$ cat src/rtl/alu_pkg.sv
// Shared types for the iterative ALU: opcode encoding, FSM states and opcode width.
package alu_pkg;

  localparam int ALU_OP_W = 4;

  typedef enum logic [ALU_OP_W-1:0] {
    OP_ADD  = 4'b0000,
    OP_SUB  = 4'b0001,
    OP_SLL  = 4'b0010,
    OP_SRL  = 4'b0011,
    OP_AND  = 4'b0100,
    OP_OR   = 4'b0101,
    OP_XOR  = 4'b0110,
    OP_NOR  = 4'b0111,
    OP_NAND = 4'b1000,
    OP_NOT  = 4'b1001,
    OP_JADD = 4'b1010,
    OP_SLT  = 4'b1011,
    OP_SGT  = 4'b1100,
    OP_MUL  = 4'b1101,
    OP_DIVU = 4'b1110,
    OP_REMU = 4'b1111
  } alu_op_e;

  typedef enum logic [1:0] {
    IDLE = 2'b00,
    MUL  = 2'b01,
    DIV  = 2'b10,
    DONE = 2'b11
  } alu_state_e;

endpackage

$ cat src/rtl/alu_single_cycle.sv
// Combinational half of the ALU: every opcode that completes in the accept cycle.
module alu_single_cycle
  import alu_pkg::*;
#(
  parameter int N   = 32,
  parameter int SHW = $clog2(N)
) (
  input  logic [N-1:0]        a_i,
  input  logic [N-1:0]        b_i,
  input  logic [ALU_OP_W-1:0] op_i,
  output logic [N-1:0]        y_o
);

  logic [SHW-1:0] shamt;
  assign shamt = b_i[SHW-1:0];

  always_comb begin
    y_o = '0;
    case (alu_op_e'(op_i))
      OP_ADD, OP_JADD: y_o = a_i + b_i;
      OP_SUB:          y_o = a_i - b_i;
      OP_SLL:          y_o = a_i << shamt;
      OP_SRL:          y_o = a_i >> shamt;
      OP_AND:          y_o = a_i & b_i;
      OP_OR:           y_o = a_i | b_i;
      OP_XOR:          y_o = a_i ^ b_i;
      OP_NOR:          y_o = ~(a_i | b_i);
      OP_NAND:         y_o = ~(a_i & b_i);
      OP_NOT:          y_o = ~a_i;
      OP_SLT:          y_o = {{(N-1){1'b0}}, ($signed(a_i) < $signed(b_i))};
      OP_SGT:          y_o = {{(N-1){1'b0}}, ($signed(a_i) > $signed(b_i))};
      default:         y_o = '0;
    endcase
  end

endmodule

$ cat src/rtl/alu_iter.sv
// Multi-cycle ALU with valid/ready handshake, shift-add multiplier and optional
// restoring divider (enabled by defining ALU_ITER_DIV_EN).
module alu_iter
  import alu_pkg::*;
#(
  parameter int N   = 32,
  parameter int SHW = $clog2(N)
) (
  input  logic                clk,
  input  logic                rst_n,
  input  logic                in_valid,
  output logic                in_ready,
  input  logic [N-1:0]        a,
  input  logic [N-1:0]        b,
  input  logic [ALU_OP_W-1:0] op,
  output logic                out_valid,
  input  logic                out_ready,
  output logic [N-1:0]        result,
  output logic                zero,
  output logic                illegal,
  output logic                busy
);

  localparam int CNT_W = SHW + 1;

  alu_state_e     state_q;
  logic [CNT_W-1:0] cnt_q;
  logic [2*N-1:0] acc_q;
  logic [N-1:0]   b_q;
  logic [N-1:0]   result_q;
  logic           out_valid_q, zero_q, illegal_q, busy_q;
  logic           accept;

  alu_state_e     l_state;
  logic [N-1:0]   l_res;
  logic           l_ill;
  logic [N-1:0]   sc_y;

  logic [N:0]     msum;
  logic [2*N-1:0] mul_nxt;
  logic [N-1:0]   fin_res;
  logic           last_iter;

  assign in_ready  = (state_q == IDLE) || (state_q == DONE && out_ready);
  assign accept    = in_valid && in_ready;
  assign out_valid = out_valid_q;
  assign result    = result_q;
  assign zero      = zero_q;
  assign illegal   = illegal_q;
  assign busy      = busy_q;

  alu_single_cycle #(.N(N), .SHW(SHW)) u_sc (
    .a_i  (a),
    .b_i  (b),
    .op_i (op),
    .y_o  (sc_y)
  );

  // Shift-add: high half accumulates, multiplier shifts out of the low half.
  assign msum    = {1'b0, acc_q[2*N-1:N]} + (acc_q[0] ? {1'b0, b_q} : '0);
  assign mul_nxt = {msum, acc_q[N-1:1]};
  assign last_iter = (cnt_q == CNT_W'(N - 1));

`ifdef ALU_ITER_DIV_EN
  logic           op_q;
  logic [N:0]     drem, dsub;
  logic           qbit;
  logic [2*N-1:0] div_nxt;

  // Restoring step: remainder in the high half, quotient bits enter at bit 0.
  assign drem    = {acc_q[2*N-1:N], acc_q[N-1]};
  assign dsub    = drem - {1'b0, b_q};
  assign qbit    = ~dsub[N];
  assign div_nxt = {(qbit ? dsub[N-1:0] : drem[N-1:0]), acc_q[N-2:0], qbit};
  assign fin_res = (state_q == DIV) ? (op_q ? div_nxt[2*N-1:N] : div_nxt[N-1:0])
                                    : mul_nxt[N-1:0];
`else
  assign fin_res = mul_nxt[N-1:0];
`endif

  always_comb begin
    l_state = DONE;
    l_res   = sc_y;
    l_ill   = 1'b0;
    case (alu_op_e'(op))
      OP_MUL: l_state = MUL;
      OP_DIVU, OP_REMU: begin
`ifdef ALU_ITER_DIV_EN
        if (b == '0) l_res = (alu_op_e'(op) == OP_DIVU) ? '1 : a;
        else         l_state = DIV;
`else
        l_res = '0;
        l_ill = 1'b1;
`endif
      end
      default: ;
    endcase
  end

  always_ff @(posedge clk or negedge rst_n) begin
    if (!rst_n) begin
      state_q     <= IDLE;
      cnt_q       <= '0;
      out_valid_q <= 1'b0;
      result_q    <= '0;
      zero_q      <= 1'b0;
      illegal_q   <= 1'b0;
      busy_q      <= 1'b0;
    end else if (accept) begin
      state_q <= l_state;
      cnt_q   <= '0;
      if (l_state == DONE) begin
        out_valid_q <= 1'b1;
        result_q    <= l_res;
        zero_q      <= (l_res == '0);
        illegal_q   <= l_ill;
        busy_q      <= 1'b0;
      end else begin
        out_valid_q <= 1'b0;
        busy_q      <= 1'b1;
      end
    end else begin
      case (state_q)
        MUL, DIV: begin
          if (last_iter) begin
            state_q     <= DONE;
            out_valid_q <= 1'b1;
            result_q    <= fin_res;
            zero_q      <= (fin_res == '0);
            illegal_q   <= 1'b0;
            busy_q      <= 1'b0;
          end else begin
            cnt_q <= cnt_q + 1'b1;
          end
        end
        DONE: begin
          if (out_ready) begin
            state_q     <= IDLE;
            out_valid_q <= 1'b0;
          end
        end
        default: ;
      endcase
    end
  end

  always_ff @(posedge clk) begin
    if (accept) begin
      acc_q <= {{N{1'b0}}, a};
      b_q   <= b;
`ifdef ALU_ITER_DIV_EN
      op_q  <= op[0];
`endif
    end else if (state_q == MUL) begin
      acc_q <= mul_nxt;
`ifdef ALU_ITER_DIV_EN
    end else if (state_q == DIV) begin
      acc_q <= div_nxt;
`endif
    end
  end

endmodule

$ cat config.mk
export PLATFORM = sky130hd
export DESIGN_NAME = alu_iter
export DESIGN_NICKNAME = d
export VERILOG_FILES = /design/src/rtl/alu_pkg.sv /design/src/rtl/alu_single_cycle.sv /design/src/rtl/alu_iter.sv
export SDC_FILE = /design/constraint.sdc
export NUM_CORES = 1
export LEC_CHECK = 0
export CAP_MARGIN = 20
export CORE_ASPECT_RATIO = 0.9
export CORE_MARGIN = 2
export CORE_UTILIZATION = 35
export CTS_CLUSTER_DIAMETER = 30
export DETAILED_ROUTE_END_ITERATION = 12
export SKIP_LAST_GASP = 1
export SLEW_MARGIN = 30
export SYNTH_ARGS = -nofsm -noshare
export SYNTH_HDL_FRONTEND = slang
export SYNTH_SLANG_ARGS = --single-unit
export TNS_END_PERCENT = 100
$ cat constraint.sdc
create_clock -name clk -period 6.1 [get_ports clk]
set_clock_uncertainty 0.1 [all_clocks]
set_input_delay 1.83 -clock clk [delete_from_list [all_inputs] [get_ports clk]]
set_output_delay 1.83 -clock clk [all_outputs]
set_load 0.01 [all_outputs]
==> flow_summary.ini <==
[sta]
hold_viol = 0
worst_slew_pin_slew_ns = 1.002
holdWs_ns = 0.3728
setup_ws_ns = 0.2075
fin_crit_ns = 5.893
fmax_ghz = 0.1697
min_period_over_period = 0.9660
slew_headroom = 0.3293
slew_viol_final = 0
grt_setup_unrepaired = no
setup_viol = 0

[floorplan]
coreArea_sq_um = 49330
pin_count = 109
die_area_sq_um = 52000
initial_core_util = 0.3561
die_w_microns = 240.2
row_count = 77
die_h_microns = 216.5

[final_layout]
post_layout_nonfiller_instances = 3136
final_cell_mix = 300 x buf_4, 202 x nor2_1, 189 x nand2_1
area_delta_synth_final_pct = 23.58
final_common_cell = buf_4
drive_above_1_share = 0.1977
fillers = 5042
nets = 2659

[cts]
clk_pin_slew_ns = 0.06
cts_max_level = 4
cts_buffers = 17
cts_root_buffer = clkbuf_16
cts_tree = built
cts.repair.resized = 0
clk_latency_ns = 0.43
cts_setup_buffers = 0
cts_buffer_depth = 2
hold_buffers = 0
clock_sinks = 139

[yosys]
syn_area_per_cell_sq_um = 8.040
yosysUniqueCellTypes = 92
ys_seq_area_frac = 0.2071
synth_area_sq_um = 17570
synthArstFlopShare = 0.3094
ys_seq_elements = 139
synth_ff_type = edfxtp_1
synth_cells = 2185
synth_fp_nets = 2394
ys_warn_count = 0
synth_edf_count = 64

[power_and_ir_drop]
pwr_density_cell_nw_per_um2 = 294.5
ir_worst_vdd_mv = 0.1898
leakagePower_nw = 9.134
finalPower_mw = 6.393

[routing]
vias_per_cell = 6.203
drcViolationCount = 0
drtIter0Drc = 2358
first_pass_iters = 7
wl_per_cell_microns = 27.60
ant_nets = 0
vias = 19450
wl_mm = 86.54

[hold_path]
hold_class = flip-flop to flip-flop

[grt]
grt_max_degree = 74
grt_pass1_wl_mm = 127.1
antenna_found_initial = 10
grt_overflow = 0
grt_pass1_vias = 18660
track_usage = 0.3283

[worst_setup_path]
worstPathMaxFanout = 7
critPathArrivalTime_ns = 6.13
critPathCaptureType = flip-flop
crit_type = primary input to flip-flop
critPathLaunchType = primary input
crit_required_ns = 6.34

[run_status]
status = finished clean

[place]
pre_cts_ws_ns = -0.09972
gp_congestion = 1.026
hpwlAfterDp_mm = 69.67
placed_cells = 3102
port_buffers = 108

[run]
cap_violations = 0
-- critical path: stages --
cell and delay [ns]:
clkdlybuf4s50_1 0.45, buf_4 0.19, ha_1 0.24, fa_1 0.44, xor2_1 0.19, a221oi_1 0.30, o211ai_1 0.15, nor3_1 0.59
nand4_1 0.35, nor4_1 0.38, buf_4 0.17, nand4_1 0.15, nor4_1 0.36, nand4_1 0.14, o22ai_1 0.19
-- final timing paths --
| kind | start | slack, ns | end | cells after the start |
|---|---|---|---|---|
| max | a[0] | 0.21 | zero$_DFFE_PN0P_ | 15 |
| min | acc_q[58]$_SDFFE_PP0P_ | 0.37 | acc_q[58]$_SDFFE_PP0P_ | 2 |
| min in group asynchronous | rst_n | 1.41 | result[3]$_DFFE_PN0P_ | 2 |
| min reg2reg | acc_q[58]$_SDFFE_PP0P_ | 0.37 | acc_q[58]$_SDFFE_PP0P_ | 2 |
| max reg2reg | acc_q[0]$_DFFE_PP_ | 1.98 | acc_q[62]$_SDFFE_PP0P_ | 14 |
| max in group asynchronous | rst_n | 4.02 | state_q[0]$_DFFE_PN0P_ | 2 |
-- synthesized netlist by cell type, drive strengths merged, types with 10 or more instances --
cell | n | area (sq um)
nor2b | 24 | 157.6
o211ai | 23 | 172.7
o22ai | 41 | 256.5
mux2i | 79 | 794.5
a221o | 13 | 130.1
a21o | 37 | 277.8
mux4 | 50 | 1126
a21oi | 140 | 704.4
a211oi | 38 | 290.3
a31oi | 20 | 125.1
edfxtp | 64 | 1922
clkbuf | 112 | 420.4
xor2 | 21 | 183.9
a32oi | 10 | 87.58
a221oi | 15 | 137.6
o21a | 10 | 75.07
o31ai | 16 | 120.1
dfxtp | 32 | 640.6
buf | 55 | 327.8
dfrtp | 43 | 1076
nor3 | 61 | 305.3
or3b | 12 | 105.1
xnor2 | 30 | 262.8
o21bai | 13 | 97.59
mux2 | 47 | 536.8
nor2 | 202 | 758.2
or3 | 14 | 92.59
nand4 | 19 | 118.9
o221ai | 25 | 225.2
a22oi | 25 | 187.7
nand3 | 50 | 250.2
nand2 | 190 | 713.2
inv | 109 | 409.1
and2 | 47 | 294.0
nor4 | 29 | 196.4
o21ai | 156 | 780.8
nand2b | 22 | 137.6
ha | 134 | 1677
-- state kept, by name (all words and copies together) (netlist names) --
name	count
busy	1
cnt_q	6
zero	1
illegal	1
state_q	1
out_valid	1
b_q	32
acc_q	64
result	32
-- layer usage --
layer  wire length [microns]  share of wire  track usage  up-vias
li1                        -              -            -     8717
met1                   38200           0.44       0.4729     9458
met2                   35930           0.42       0.4763     1136
met3                   10120           0.12      0.09464      139
met4                    2244          0.026      0.08447        4
met5                      45        0.00052            0        -
-- through the flow --
step | area, sq um | util | setup TNS (ns)
6_report | 21710 | 0.4401 | 0
3_3_place_gp | 21090 | 0.4276 | -0.2534
4_1_cts | 21700 | 0.4400 | 0
5_1_grt | 21700 | 0.4400 | 0
3_5_place_dp | 21090 | 0.4276 | -0.1890
2_1_floorplan | 17570 | - | 0
-- power breakdown --
part           switching (mW)  leakage, nW  internal (mW)  total (mW)
sequential              0.261         1.41           1.46        1.73
clock                   0.410        0.298          0.662        1.07
combinational            2.11         7.42           1.49        3.60
total                    2.78         9.13           3.61        6.39
-- cells by family (layout without fill, tap and decap cells) --
| family | Yosys count | count (layout) | synth area share |
|---|---|---|---|
| flops | 139 | 139 | 0.2071 |
| xor+xnor | 51 | 51 | 0.02543 |
| compound gates | 681 | 681 | 0.2609 |
| simple gates | 722 | 722 | 0.2013 |
| buf+inv | 279 | 557 | 0.06652 |
| fa+ha+maj | 137 | 137 | 0.09886 |
| mux | 176 | 176 | 0.1399 |
| other cells | 0 | 2 | 0 |
-- layout make-up --
| type | count | area (sq um) | share of cell area |
|---|---|---|---|
| well taps | 671 | 839.6 | 0.03867 |
| diodes | 2 | 5.005 | 0.0002305 |
| clock inverters | 9 | 108.9 | 0.005014 |
| multi-input cells | 1767 | 12780 | 0.5888 |
| repair buffers | 413 | 3413 | 0.1572 |
| inverters | 112 | 421.7 | 0.01942 |
| clock buffers | 23 | 500.5 | 0.02305 |
| flip-flops and latches | 139 | 3638 | 0.1676 |
Power figures use the tool's default switching activity.
